**config.mk**
```make
export PLATFORM = sky130hd
export DESIGN_NAME = fetch_redirect_ctrl
export DESIGN_NICKNAME = d
export VERILOG_FILES = /design/src/rtl/fetch_redirect_ctrl.sv
export SDC_FILE = /design/constraint.sdc
export NUM_CORES = 1
export LEC_CHECK = 0
export ABC_AREA = 1
export BUFFER_PORTS_ARGS = -buffer_cell sky130_fd_sc_hd__buf_2
export CELL_PAD_IN_SITES_DETAIL_PLACEMENT = 0
export CELL_PAD_IN_SITES_GLOBAL_PLACEMENT = 2
export CORE_ASPECT_RATIO = 0.6
export CORE_MARGIN = 5
export CORE_UTILIZATION = 24
export CTS_BUF_LIST = sky130_fd_sc_hd__clkbuf_4
export DETAILED_ROUTE_END_ITERATION = 7
export PLACE_DENSITY_LB_ADDON = 0.1
export SETUP_SLACK_MARGIN = 0.1
export SLEW_MARGIN = 20
export SYNTH_ARGS = -nofsm -noshare
export SYNTH_HDL_FRONTEND = slang
export SYNTH_SLANG_ARGS = --single-unit
```
**constraint.sdc**
```tcl
create_clock -name CLK -period 1.84 [get_ports CLK]
set_input_delay 0.368 -clock CLK [delete_from_list [all_inputs] [get_ports CLK]]
set_output_delay 0.368 -clock CLK [all_outputs]
set_load 0.02 [all_outputs]
```
**src/rtl/fetch_redirect_ctrl.sv**
```systemverilog
// rtl/fetch_redirect_ctrl.sv - PC redirect arbitration and fetch sequencing
// Holds a redirect across instruction-memory misses and freezes fetch on halt.
module fetch_redirect_ctrl #(
  parameter int WORD_W             = 32,
  parameter bit RESET_STATE_HALTED = 1'b0
) (
  input  logic              CLK,
  input  logic              RST,
  input  logic              ihit,
  input  logic              stall,
  input  logic              halt,
  input  logic              ex_br_req,
  input  logic [WORD_W-1:0] ex_br_target,
  input  logic              ex_jr_req,
  input  logic [WORD_W-1:0] ex_jr_target,
  input  logic              id_j_req,
  input  logic [WORD_W-1:0] id_j_target,
  output logic              pc_en,
  output logic              pc_sel,
  output logic [WORD_W-1:0] pc_target,
  output logic              flush_ifid,
  output logic              flush_idex,
  output logic              imemREN,
  output logic              redirect_pending,
  output logic              halted
);

  localparam logic [1:0] S_RUN  = 2'd0;
  localparam logic [1:0] S_PEND = 2'd1;
  localparam logic [1:0] S_HALT = 2'd2;

  logic [1:0]        r_state;
  logic [WORD_W-1:0] r_held_target;
  logic              r_held_ex;

  logic              w_req;
  logic              w_req_ex;
  logic [WORD_W-1:0] w_ex_target;
  logic [WORD_W-1:0] w_req_target;
  logic              w_ex_override;

  logic [1:0]        w_next_state;
  logic              w_load;
  logic              w_clear;
  logic              w_pc_en;
  logic              w_pc_sel;
  logic [WORD_W-1:0] w_pc_target;
  logic              w_flush_ifid;
  logic              w_flush_idex;
  logic              w_imem_ren;
  logic              w_pending;
  logic              w_halted;

  // Older instruction wins: EX before ID, branch before jump-register.
  assign w_req_ex      = ex_br_req | ex_jr_req;
  assign w_req         = w_req_ex | id_j_req;
  assign w_ex_target   = ex_br_req ? ex_br_target : ex_jr_target;
  assign w_req_target  = w_req_ex ? w_ex_target : id_j_target;
  assign w_ex_override = w_req_ex & ~r_held_ex;

  always_comb begin
    w_next_state = r_state;
    w_load       = 1'b0;
    w_clear      = 1'b0;
    w_pc_en      = 1'b0;
    w_pc_sel     = 1'b0;
    w_pc_target  = '0;
    w_flush_ifid = 1'b0;
    w_flush_idex = 1'b0;
    w_imem_ren   = 1'b0;
    w_pending    = 1'b0;
    w_halted     = 1'b0;
    case (r_state)
      S_RUN: begin
        w_imem_ren = 1'b1;
        if (w_req) begin
          w_pc_sel    = 1'b1;
          w_pc_target = w_req_target;
        end
        if (halt) begin
          w_next_state = S_HALT;
        end else if (w_req && ihit) begin
          w_pc_en      = 1'b1;
          w_flush_ifid = 1'b1;
          w_flush_idex = w_req_ex;
        end else if (w_req) begin
          w_load       = 1'b1;
          w_next_state = S_PEND;
        end else begin
          w_pc_en = ihit & ~stall;
        end
      end
      S_PEND: begin
        w_imem_ren  = 1'b1;
        w_pending   = 1'b1;
        w_pc_sel    = 1'b1;
        w_pc_target = (ihit && !halt && w_ex_override) ? w_ex_target : r_held_target;
        if (halt) begin
          w_clear      = 1'b1;
          w_next_state = S_HALT;
        end else if (ihit) begin
          w_pc_en      = 1'b1;
          w_flush_ifid = 1'b1;
          w_flush_idex = r_held_ex | w_ex_override;
          w_clear      = 1'b1;
          w_next_state = S_RUN;
        end else if (w_ex_override) begin
          // A held ID jump is younger than the EX redirect, so EX replaces it.
          w_load = 1'b1;
        end
      end
      S_HALT: begin
        w_halted = 1'b1;
      end
      default: begin
        w_next_state = S_RUN;
      end
    endcase
  end

  always_ff @(posedge CLK or posedge RST) begin
    if (RST) begin
      r_state       <= RESET_STATE_HALTED ? S_HALT : S_RUN;
      r_held_target <= '0;
      r_held_ex     <= 1'b0;
    end else begin
      r_state <= w_next_state;
      if (w_clear) begin
        r_held_target <= '0;
        r_held_ex     <= 1'b0;
      end else if (w_load) begin
        r_held_target <= w_req_target;
        r_held_ex     <= w_req_ex;
      end
    end
  end

  // Every output is forced low for the whole time reset is held.
  assign pc_en            = w_pc_en & ~RST;
  assign pc_sel           = w_pc_sel & ~RST;
  assign pc_target        = RST ? '0 : w_pc_target;
  assign flush_ifid       = w_flush_ifid & ~RST;
  assign flush_idex       = w_flush_idex & ~RST;
  assign imemREN          = w_imem_ren & ~RST;
  assign redirect_pending = w_pending & ~RST;
  assign halted           = w_halted & ~RST;

endmodule

```
Word-level counts from Yosys, hierarchy flattened
Index checks and enable logic that the tools add are counted.

word-level totals
  register bits = 35
  input bits = 104
  output and inout bits = 39
  word-level logic and storage cells = 75

operators by class
  equality and inequality tests = 5
  mux-type cells = 43
  bitwise gates (word level) = 16
  reduce and logical (&&, ||, !) cells = 8

operators with widths
  kind                                                  number
  2-to-1 mux 32 bit                                     7
  case mux 32 bit (2 select lines)                      1
  2-to-1 mux 1 bit                                      24
  2-to-1 mux 2 bit                                      5
  case mux 1 bit (2 select lines)                       5
  AND 1 bit                                             9
  inequality test 3 bit (second input constant)         3
  case mux 2 bit (3 select lines)                       1
  NOT 1 bit                                             4
  AND reduction 4 bit                                   1
  logical AND 1 bit                                     3
  OR 1 bit                                              3
  equality test 2 x 1 -> 1 bit (second input constant)  1
  equality test 2 bit (second input constant)           1
  logical NOT 2 bit                                     1
  nonzero test 2 bit                                    1
  OR reduction 2 bit                                    1
  logical NOT 1 bit                                     1

Logic depth before layout (Yosys ltp)
Gate-level depths: netlist of run 1.

  depth after elaboration = 8
  gate-level depth with buffers = 9
  depth with buffers taken out = 8

Worst setup path after synthesis of run 1
OpenSTA, ideal clock, no wires.

  path type = input to output
  start point = input ex_br_req
  end point = output pc_target[22]
  arrival = 1.478 ns
  data required time = 1.472 ns
  path slack = -0.006 ns
  cell stages on the path = 8
  path buffers = 3
  cells stage by stage = buf_4 inv_4 nand2_2 buf_6 buf_2 nand2_1 nand3_1 a21oi_1

between the ends
  word-level cells in the longest chain between the ends = 6
  elaborated cells between the ends (all ways) = 10
  classes of those cells = 6 x mux; 3 x bitwise; 1 x reduce/logical

ends and longest elaborated chain
  element                             line  source
  start, declared                     12    input logic ex_br_req,
  OR 1 bit                            55    assign w_req_ex = ex_br_req | ex_jr_req;
  AND 1 bit                           59    assign w_ex_override = w_req_ex & ~r_held_ex;
  logical AND 1 bit                   97    w_pc_target = (ihit && !halt && w_ex_override) ? w_ex_target : r_held_target;
  2-to-1 mux 32 bit                   97
  case mux 32 bit (2 select lines) *  73    case (r_state)
  2-to-1 mux 32 bit *                 141   assign pc_target = RST ? '0 : w_pc_target;
  end, declared                       20    output logic [WORD_W-1:0] pc_target,

Every way passes the cells marked *; elsewhere a longest branch is shown, timed or not.

Worst setup path in the final report of run 1
  start point = register r_state[0]
  end point = output pc_target[4]

between the ends
  word-level cells in the longest chain between the ends = 3
  elaborated cells between the ends (all ways) = 4
  classes of those cells = 1 x eq/ne; 2 x mux; 1 x reduce/logical

ends and longest elaborated chain
  element                                                                   line  source
  start, declared                                                           32    logic [1:0] r_state;
  start signal, assigned                                                    123   r_state <= RESET_STATE_HALTED ? S_HALT : S_RUN;
  start signal, assigned                                                    127   r_state <= w_next_state;
  equality test 2 x 1 -> 1 bit / logical NOT 2 bit (equally long branches)  73
  case mux 32 bit (2 select lines) *                                        73
  2-to-1 mux 32 bit *                                                       141

Marked as above.

==> results.yml, run 1 <==
run_status:
  status: "complete, but fails checks"
  violations: "setup timing"
cells_and_area:
  nNetsFinal: 955
  drive_gt1_frac: 0.453
  layout_common_cells: "195 x nand2_1, 104 x buf_2, 102 x inv_1"
  syn_to_final_growth_pct: 81.1
  diodes: 0
  final_cells: 1050
  utilization: 0.448
  mostFrequentLayoutCell: "nand2_1"
  design_area_sq_um: 6570
place:
  gp_congestion: 0.842
  place_hpwl_um: 11500
  post-place-ws_ps: -137
  dp.cells: 1022
  portBuffers: 142
  place_area_sq_um: 5470
clock_tree:
  numCtsBuffers: 5
  clk-insertion-delay-late_ps: 350
  clock_path_buffers: 2
  h-tree-depth: 2
  cts_root_buffer: "clkbuf_4"
  tritoncts: "built"
  clock-sinks: 35
  clk_pin_slew_worst_paths_ps: 120
worst_setup_path:
  end_kind: "primary output"
  cp_max_fo: 6
  critical_path_class: "flip-flop to primary output"
  arrival_ps: 1710
  required_ps: 1470
  cp-start-kind: "flip-flop"
floorplanning:
  fp.dieW_um: 169
  die_area_sq_um: 17800
  rows: 34
  fp.coreArea_sq_um: 14700
  start_util: 0.247
  ios: 143
  die_y_um: 105
synth:
  synth-compound-area-share: 0.0552
  synthAdderAreaFrac: 0
  syn_area_sq_um: 3630
  synth_xor_area_frac: 0
  ys.warnings.count: 0
  ys_ff_latch: 35
  synth_top_family_by_area: "simple AND/OR/NAND/NOR gates"
  synth_cells: 636
  synth.area.mux_share: 0
  syn_nets: 740
  synth-simple-area-share: 0.527
  synth_cell_types: 25
  synth.avg_cell_area_sq_um: 5.71
  ys_seq_area_frac: 0.241
sta:
  fin_crit_sh: 1.13
  fin_ws_ps: -238
  rsz0062_at_grt: "yes"
  fmax_mhz: 481
  setup-tns-final_ps: -6620
  timing.slew.headroom: 0.563
  fin_skew_ps: 9.00
  min_period_ps: 2080
  max_slew.worst_pin.slew_ps: 653
  drv_slew: 0
  final_hold_viol_count: 0
  setup_viol: 35
routing:
  drc: 0
  drt_iter0_markers: 265
  routedWlPerCell_um: 16.1
  vias: 4814
  viasPerCell: 4.58
  ant_nets: 0
  wirelength_um: 16900
  drt-pass1-iter-count: 4
worst_hold_path:
  hold_path.class: "primary input to asynchronous set/reset pin"
pwr:
  p_leak_nw: 3.35
  peakVddDrop_v: 0.000175
  powerDensity_nw_per_um2: 299
grt:
  grt_pass1_wl_um: 24400
  grtUsageTotal: 0.165
  gr-total-overflow: 0
  grt_max_degree: 34
  grt_pass1_vias: 4738
  antenna_found_initial: 0
run:
  cap_violations: 0
-- per-layer routing --
metal | GRT usage | vias up | share of wire
li1 | - | 2442 | -
met5 | 0 | - | 0
met4 | 0.0151 | 0 | 0.0056
met2 | 0.259 | 105 | 0.44
met1 | 0.245 | 2257 | 0.50
met3 | 0.0325 | 10 | 0.050
-- power breakdown --
part           internal, mW  total, mW  switching (mW)
clock network         0.179      0.463           0.284
logic                 0.329      0.733           0.404
registers             0.769      0.769               0
-- stage by stage --
step / power (mW) / hold WS [ps]
after floorplan: 1.08 / 469
after global placement: 1.44 / 480
after detailed placement: 1.45 / 487
after CTS: 1.92 / 248
after global routing: 2.10 / 272
final: 1.96 / 259
-- final cells by class --
type,count,area (sq um)
multi-input combinational,448,2800
timing repair buffer,252,2150
tap,198,248
inverter,109,439
clock buffer,7,52.6
fill,1559,8100
sequential,35,877
clock inverter,1,5.00
-- worst max-delay path, stage by stage, from the launching register on --
cell,delay [ps]
dfrtp_1,440
nor2_4,160
nand2_4,90
clkinv_8,90
clkbuf_16,170
nand3_2,70
a21oi_2,190
buf_6,140
-- path summary, 6_finish.rpt --
check / to / start / cells after the start / slack (ps)
worst max-delay path: pc_target[4] / r_state[0] / 7 / -240
worst min-delay path: r_held_target[29] / RST / 3 / 260
worst max register to register: r_held_target[2] / r_held_ex / 9 / 200
worst min register to register: r_held_target[9] / r_held_target[9] / 2 / 510
max in group asynchronous: r_held_target[22] / RST / 4 / 1130
min in group CLK: r_held_target[9] / id_j_target[9] / 4 / 390
-- flip-flops by register name (all words and copies together) (netlist names) --
| name | count |
|---|---|
| r_state | 2 |
| r_held_target | 32 |
| r_held_ex | 1 |
-- repair_timing --
| item | in CTS | in global routing |
|---|---|---|
| pin swaps | 2 | 17 |
| hold buffers | 0 | 0 |
| gates cloned | 0 | 11 |
| endpoints found under the setup margin | 36 | 68 |
| resized for setup | 73 | 106 |
| buffers inserted | 4 | 5 |
-- synthesized netlist by cell type (all sizes together) --
| cell type | number | area (sq um) |
|---|---|---|
| nand4 | 33 | 206 |
| inv | 109 | 412 |
| or2 | 32 | 200 |
| nand3 | 132 | 666 |
| dfrtp | 35 | 876 |
| clkbuf | 17 | 65.1 |
| o211a | 1 | 10.0 |
| nand2 | 204 | 778 |
| buf | 28 | 165 |
| a21oi | 33 | 165 |
| o21ai | 3 | 15.0 |
| nor2 | 8 | 61.3 |
| a41o | 1 | 10.0 |
-- logic make-up (layout without fill, tap and decap cells) --
logic type | count (synthesis) | after routing
AO/OA/AOI/OAI | 38 | 39
buffers and inverters | 154 | 369
flip-flops | 35 | 35
AND/OR/NAND/NOR | 409 | 409
Note: power is estimated with default switching activity, not from simulation.
==> run 2: changes to the inputs <==
TNS_END_PERCENT = 5   (was not set)
==> results.yml, run 2 (synthesis gave the netlist of run 1 again) <==
sta:
  setup-tns-final_ps: -7040
  fin_crit_sh: 1.13
  max_slew.worst_pin.slew_ps: 990
  final_hold_viol_count: 0
  fin_skew_ps: 4.82
  drv_slew: 0
  rsz0062_at_grt: "yes"
  fmax_mhz: 479
  min_period_ps: 2090
  setup_viol: 36
  fin_ws_ps: -248
  timing.slew.headroom: 0.337
cells_and_area:
  drive_gt1_frac: 0.391
  fill_cells: 1631
  diodes: 0
  multi_input_area_sq_um: 2360
  mostFrequentLayoutCell: "nand2_1"
  largest_reg_flops: 32
  layout_common_cells: "198 x nand2_1, 112 x nand3_1, 107 x buf_2"
  nNetsFinal: 937
  syn_to_final_growth_pct: 59.1
  top_regs: "r_held_target x32, r_state x2, r_held_ex x1"
  seq_area_sq_um: 877
  largest-register: "r_held_target"
routing:
  wirelength_um: 15300
  drc: 0
  drt-pass1-iter-count: 4
  drt_iter0_markers: 276
  vias: 4734
  viasPerCell: 4.59
  routedWlPerCell_um: 14.8
  ant_nets: 0
worst_setup_path:
  r2r.worst_path.cells: 9
  crit_family: "buffers and inverters"
  end_kind: "primary output"
  cp_max_fo: 19
  critPathMaxStageDelay_ps: 420
  critical_path_class: "flip-flop to primary output"
  rrSetupSlack_ps: 210
  timing.rr.start: "r_held_ex"
  arrival_ps: 1720
  worstPathCellList: "inv_1 -> nand2_1 -> inv_4 -> buf_12 -> nand3_1 -> a21oi_4 -> buf_6"
  cp-start-kind: "flip-flop"
  cp_slowest_cell: "dfrtp_1"
  required_ps: 1470
  path_buf_inv: 4
  r2r_end: "r_held_target[29]"
run_status:
  status: "complete, but fails checks"
  violations: "setup timing"
grt:
  grt_pass1_vias: 4715
  antenna_found_initial: 0
  gr-total-overflow: 0
  grtUsageTotal: 0.164
  grt_max_degree: 36
  grt_pass1_wl_um: 23800
floorplanning:
  rows: 34
  start_util: 0.247
  die_y_um: 105
  die_area_sq_um: 17800
  fp.dieW_um: 169
  ios: 143
  fp.coreArea_sq_um: 14700
place:
  portBuffers: 142
  post-place-ws_ps: -184
  gp_congestion: 0.816
  place_hpwl_um: 11100
clock_tree:
  clock-sinks: 35
  clock_path_buffers: 2
  clk-insertion-delay-late_ps: 360
  ctsHoldBuffers: 0
  tritoncts: "built"
  clk_pin_slew_worst_paths_ps: 120
  cts_root_buffer: "clkbuf_4"
  numCtsBuffers: 5
  h-tree-depth: 2
worst_hold_path:
  hold_path.class: "primary input to asynchronous set/reset pin"
pwr:
  p_leak_nw: 3.16
  powerDensity_nw_per_um2: 346
  peakVddDrop_v: 0.000196
run:
  cap_violations: 0
-- run 2: how the worst max path moves through the flow --
stage	to	slack (ps)	startpoint	cells past startpoint
2_1_floorplan	pc_target[8]	50	ex_br_req	8
3_3_place_gp	pc_target[19]	-150	ex_br_req	8
3_5_place_dp	pc_target[19]	-180	ex_br_req	8
4_1_cts	pc_target[19]	-320	r_state[0]	7
5_1_grt	pc_target[9]	-350	r_state[0]	7
6_report	pc_target[19]	-250	r_state[1]	7
-- run 2: power by group --
| part | internal (mW) | switching [mW] | total [mW] |
|---|---|---|---|
| registers | 0.769 | 0 | 0.769 |
| clock network | 0.286 | 0.300 | 0.585 |
| logic | 0.287 | 0.355 | 0.642 |
| total | 1.34 | 0.654 | 2.00 |
-- run 2: per-stage QoR --
step / hold WS [ps] / util / power (mW) / cell area (sq um) / std cells
final: 278 / 0.394 / 2.00 / 5780 / 1032
after global routing: 286 / 0.394 / 2.15 / 5780 / 1032
after CTS: 299 / 0.373 / 2.02 / 5470 / 1026
after detailed placement: 486 / 0.358 / 1.42 / 5260 / 1015
after global placement: 481 / 0.358 / 1.41 / 5260 / 1015
after floorplan: 469 / - / 1.08 / 3740 / 636
-- run 2: area by class of cell --
type	instances	share of cell area
multi-input combinational	447	0.409
timing repair buffer	235	0.309
sequential	35	0.152
inverter	109	0.0730
tap	198	0.0429
clock inverter	3	0.00758
clock buffer	5	0.00650
-- run 2: what timing repair did --
action,in CTS,in global routing
pin swaps,11,28
setup buffers,3,3
setup endpoints to repair,36,39
gates cloned,0,3
gates resized for setup,39,53
-- run 2: metal layers --
layer  routed length [um]  share of wire  up-vias  global-route usage
li1                     -              -     2403                   -
met1                 7560           0.49     2214               0.234
met2                 6870           0.45      108               0.260
met3                  772          0.050        9              0.0329
met4                   97         0.0063        0              0.0284
met5                    0              0        -                   0
-- run 2: worst register-to-register path: stages (launching register included) --
cell	delay [ps]
dfrtp_2	460
buf_12	130
nor2_4	130
buf_12	170
nand2_1	70
nand2_2	130
nand2_2	90
buf_12	190
nand3_1	80
nand2_1	70
==> run 3: changes to the inputs <==
--- a/config.mk
+++ b/config.mk
@@ -16,2 +16,3 @@
 export DETAILED_ROUTE_END_ITERATION = 7
+export GPL_ROUTABILITY_DRIVEN = 0
 export PLACE_DENSITY_LB_ADDON = 0.1
==> constraint.sdc (replaced) <==
create_clock -name CLK -period 1.84 [get_ports CLK]
set_input_delay 0.092 -clock CLK [delete_from_list [all_inputs] [get_ports CLK]]
set_output_delay 0.092 -clock CLK [all_outputs]
set_load 0.02 [all_outputs]
==> results.yml, run 3 (synthesis gave the netlist of run 1 again) <==
run_status:
  status: "complete, but fails checks"
  violations: "setup timing"
worst_setup_path:
  rrSetupSlack_ps: 200
  r2r_end: "r_held_target[17]"
  required_ps: 1750
  worstPathCellList: "nor2_2 -> nand2_2 -> clkinv_4 -> clkbuf_16 -> nand3_1 -> a21oi_2 -> buf_4"
  critical_path_class: "flip-flop to primary output"
  timing.rr.start: "r_state[1]"
  r2r.worst_path.cells: 8
  cp_max_fo: 6
  critPathMaxStageDelay_ps: 440
  cp_slowest_cell: "dfrtp_1"
  end_kind: "primary output"
  cp-start-kind: "flip-flop"
  arrival_ps: 1750
place:
  dp.cells: 948
  post-place-ws_ps: 83.9
  place_hpwl_um: 10700
  place_area_sq_um: 4520
  portBuffers: 142
cells_and_area:
  utilization: 0.356
  largest-register: "r_held_target"
  drive_gt1_frac: 0.341
  design_area_sq_um: 5230
  top_regs: "r_held_target x32, r_state x2, r_held_ex x1"
  seq_area_sq_um: 877
  layout_common_cells: "198 x nand2_1, 109 x buf_2, 105 x nand3_1"
  final_cells: 963
  mostFrequentLayoutCell: "nand2_1"
  largest_reg_flops: 32
  nNetsFinal: 868
  multi_input_area_sq_um: 2430
  diodes: 0
  syn_to_final_growth_pct: 44.1
  fill_cells: 1717
clock_tree:
  clock-sinks: 35
  h-tree-depth: 2
  clk_pin_slew_worst_paths_ps: 120
  clock_path_buffers: 2
  cts_root_buffer: "clkbuf_4"
  tritoncts: "built"
  clk-insertion-delay-late_ps: 360
  numCtsBuffers: 5
sta:
  max_slew.worst_pin.slew_ps: 983
  fin_ws_ps: -2.03
  drv_slew: 0
  fmax_mhz: 543
  final_hold_viol_count: 0
  rsz0062_at_grt: "yes"
  min_period_ps: 1840
  setup_viol: 1
  timing.slew.headroom: 0.342
  fin_skew_ps: 16.8
  fin_crit_sh: 1.00
floorplanning:
  rows: 34
  start_util: 0.247
  die_y_um: 105
  ios: 143
  die_area_sq_um: 17800
  fp.dieW_um: 169
  fp.coreArea_sq_um: 14700
routing:
  drt_iter0_markers: 294
  routedWlPerCell_um: 16.0
  viasPerCell: 4.74
  vias: 4562
  ant_nets: 0
  wirelength_um: 15400
  drc: 0
  drt-pass1-iter-count: 5
run:
  cap_violations: 0
grt:
  grt_pass1_vias: 4577
  grt_pass1_wl_um: 23600
  grtUsageTotal: 0.163
  gr-total-overflow: 0
  grt_max_degree: 50
  antenna_found_initial: 0
worst_hold_path:
  hold_end: "r_state[1]"
  hold_start: "halt"
  hold_path.class: "primary input to flip-flop"
  whs_path_depth: 3
pwr:
  p_leak_nw: 2.82
  total_power_mw: 1.74
  powerDensity_nw_per_um2: 333
  peakVddDrop_v: 0.000184
-- run 3: changes by cell type in the layout (fill, tap and decap cells not counted), moves of 6 or more --
| cell | change |
|---|---|
| buf_12 | -7 |
| buf_4 | -66 |
| nand3_1 | -7 |
| nand3_2 | +6 |
-- run 3: area by class of cell --
class                      count  area share
inverter                     109      0.0801
tap                          198      0.0474
sequential                    35       0.168
clock inverter                 2     0.00144
multi-input combinational    447       0.464
timing repair buffer         166       0.231
clock buffer                   6     0.00861
-- run 3: layer usage --
layer	vias up	share of wire	track usage
li1	2266	-	-
met1	2175	0.50	0.238
met2	108	0.44	0.258
met3	13	0.051	0.0363
met4	0	0.0062	0.0151
met5	-	0	0
-- run 3: where the power goes --
group | internal (mW) | leakage (nW) | switching, mW
clock | 0.157 | 0.0307 | 0.286
combinational | 0.190 | 2.30 | 0.341
sequential | 0.769 | 0.482 | 0
-- run 3: timing repair --
action	CTS	global route
pin swaps	11	32
gates cloned	0	5
setup endpoints to repair	67	59
resized for setup	69	72
buffers inserted	2	0
hold buffers	0	0
-- run 3: metrics by stage --
stage               TNS [ps]  hold WS [ps]
floorplan                  0           243
global placement           0           455
detailed placement         0           465
CTS                    -21.7          60.2
global route           -3730          92.1
finish                 -2.03          79.4
-- run 3: worst max path at each step --
stage                     slack [ps]                end       start  depth (start not counted)
after floorplan                  390      pc_target[10]  r_state[1]                          6
after global placement           100  r_held_target[31]  r_state[1]                          8
after detailed placement          80  r_held_target[14]  r_state[0]                          6
after CTS                         -8       pc_target[3]  r_state[1]                          7
after global routing            -140       pc_target[6]  r_state[1]                          7
final                             -2      pc_target[30]  r_state[1]                          7
-- run 3: critical path, delay by kind of cell (launching register included) --
kind | cells | cell delay [ps]
compound gates | 1 | 130
buf+inv | 3 | 470
flops | 1 | 440
simple gates | 3 | 350
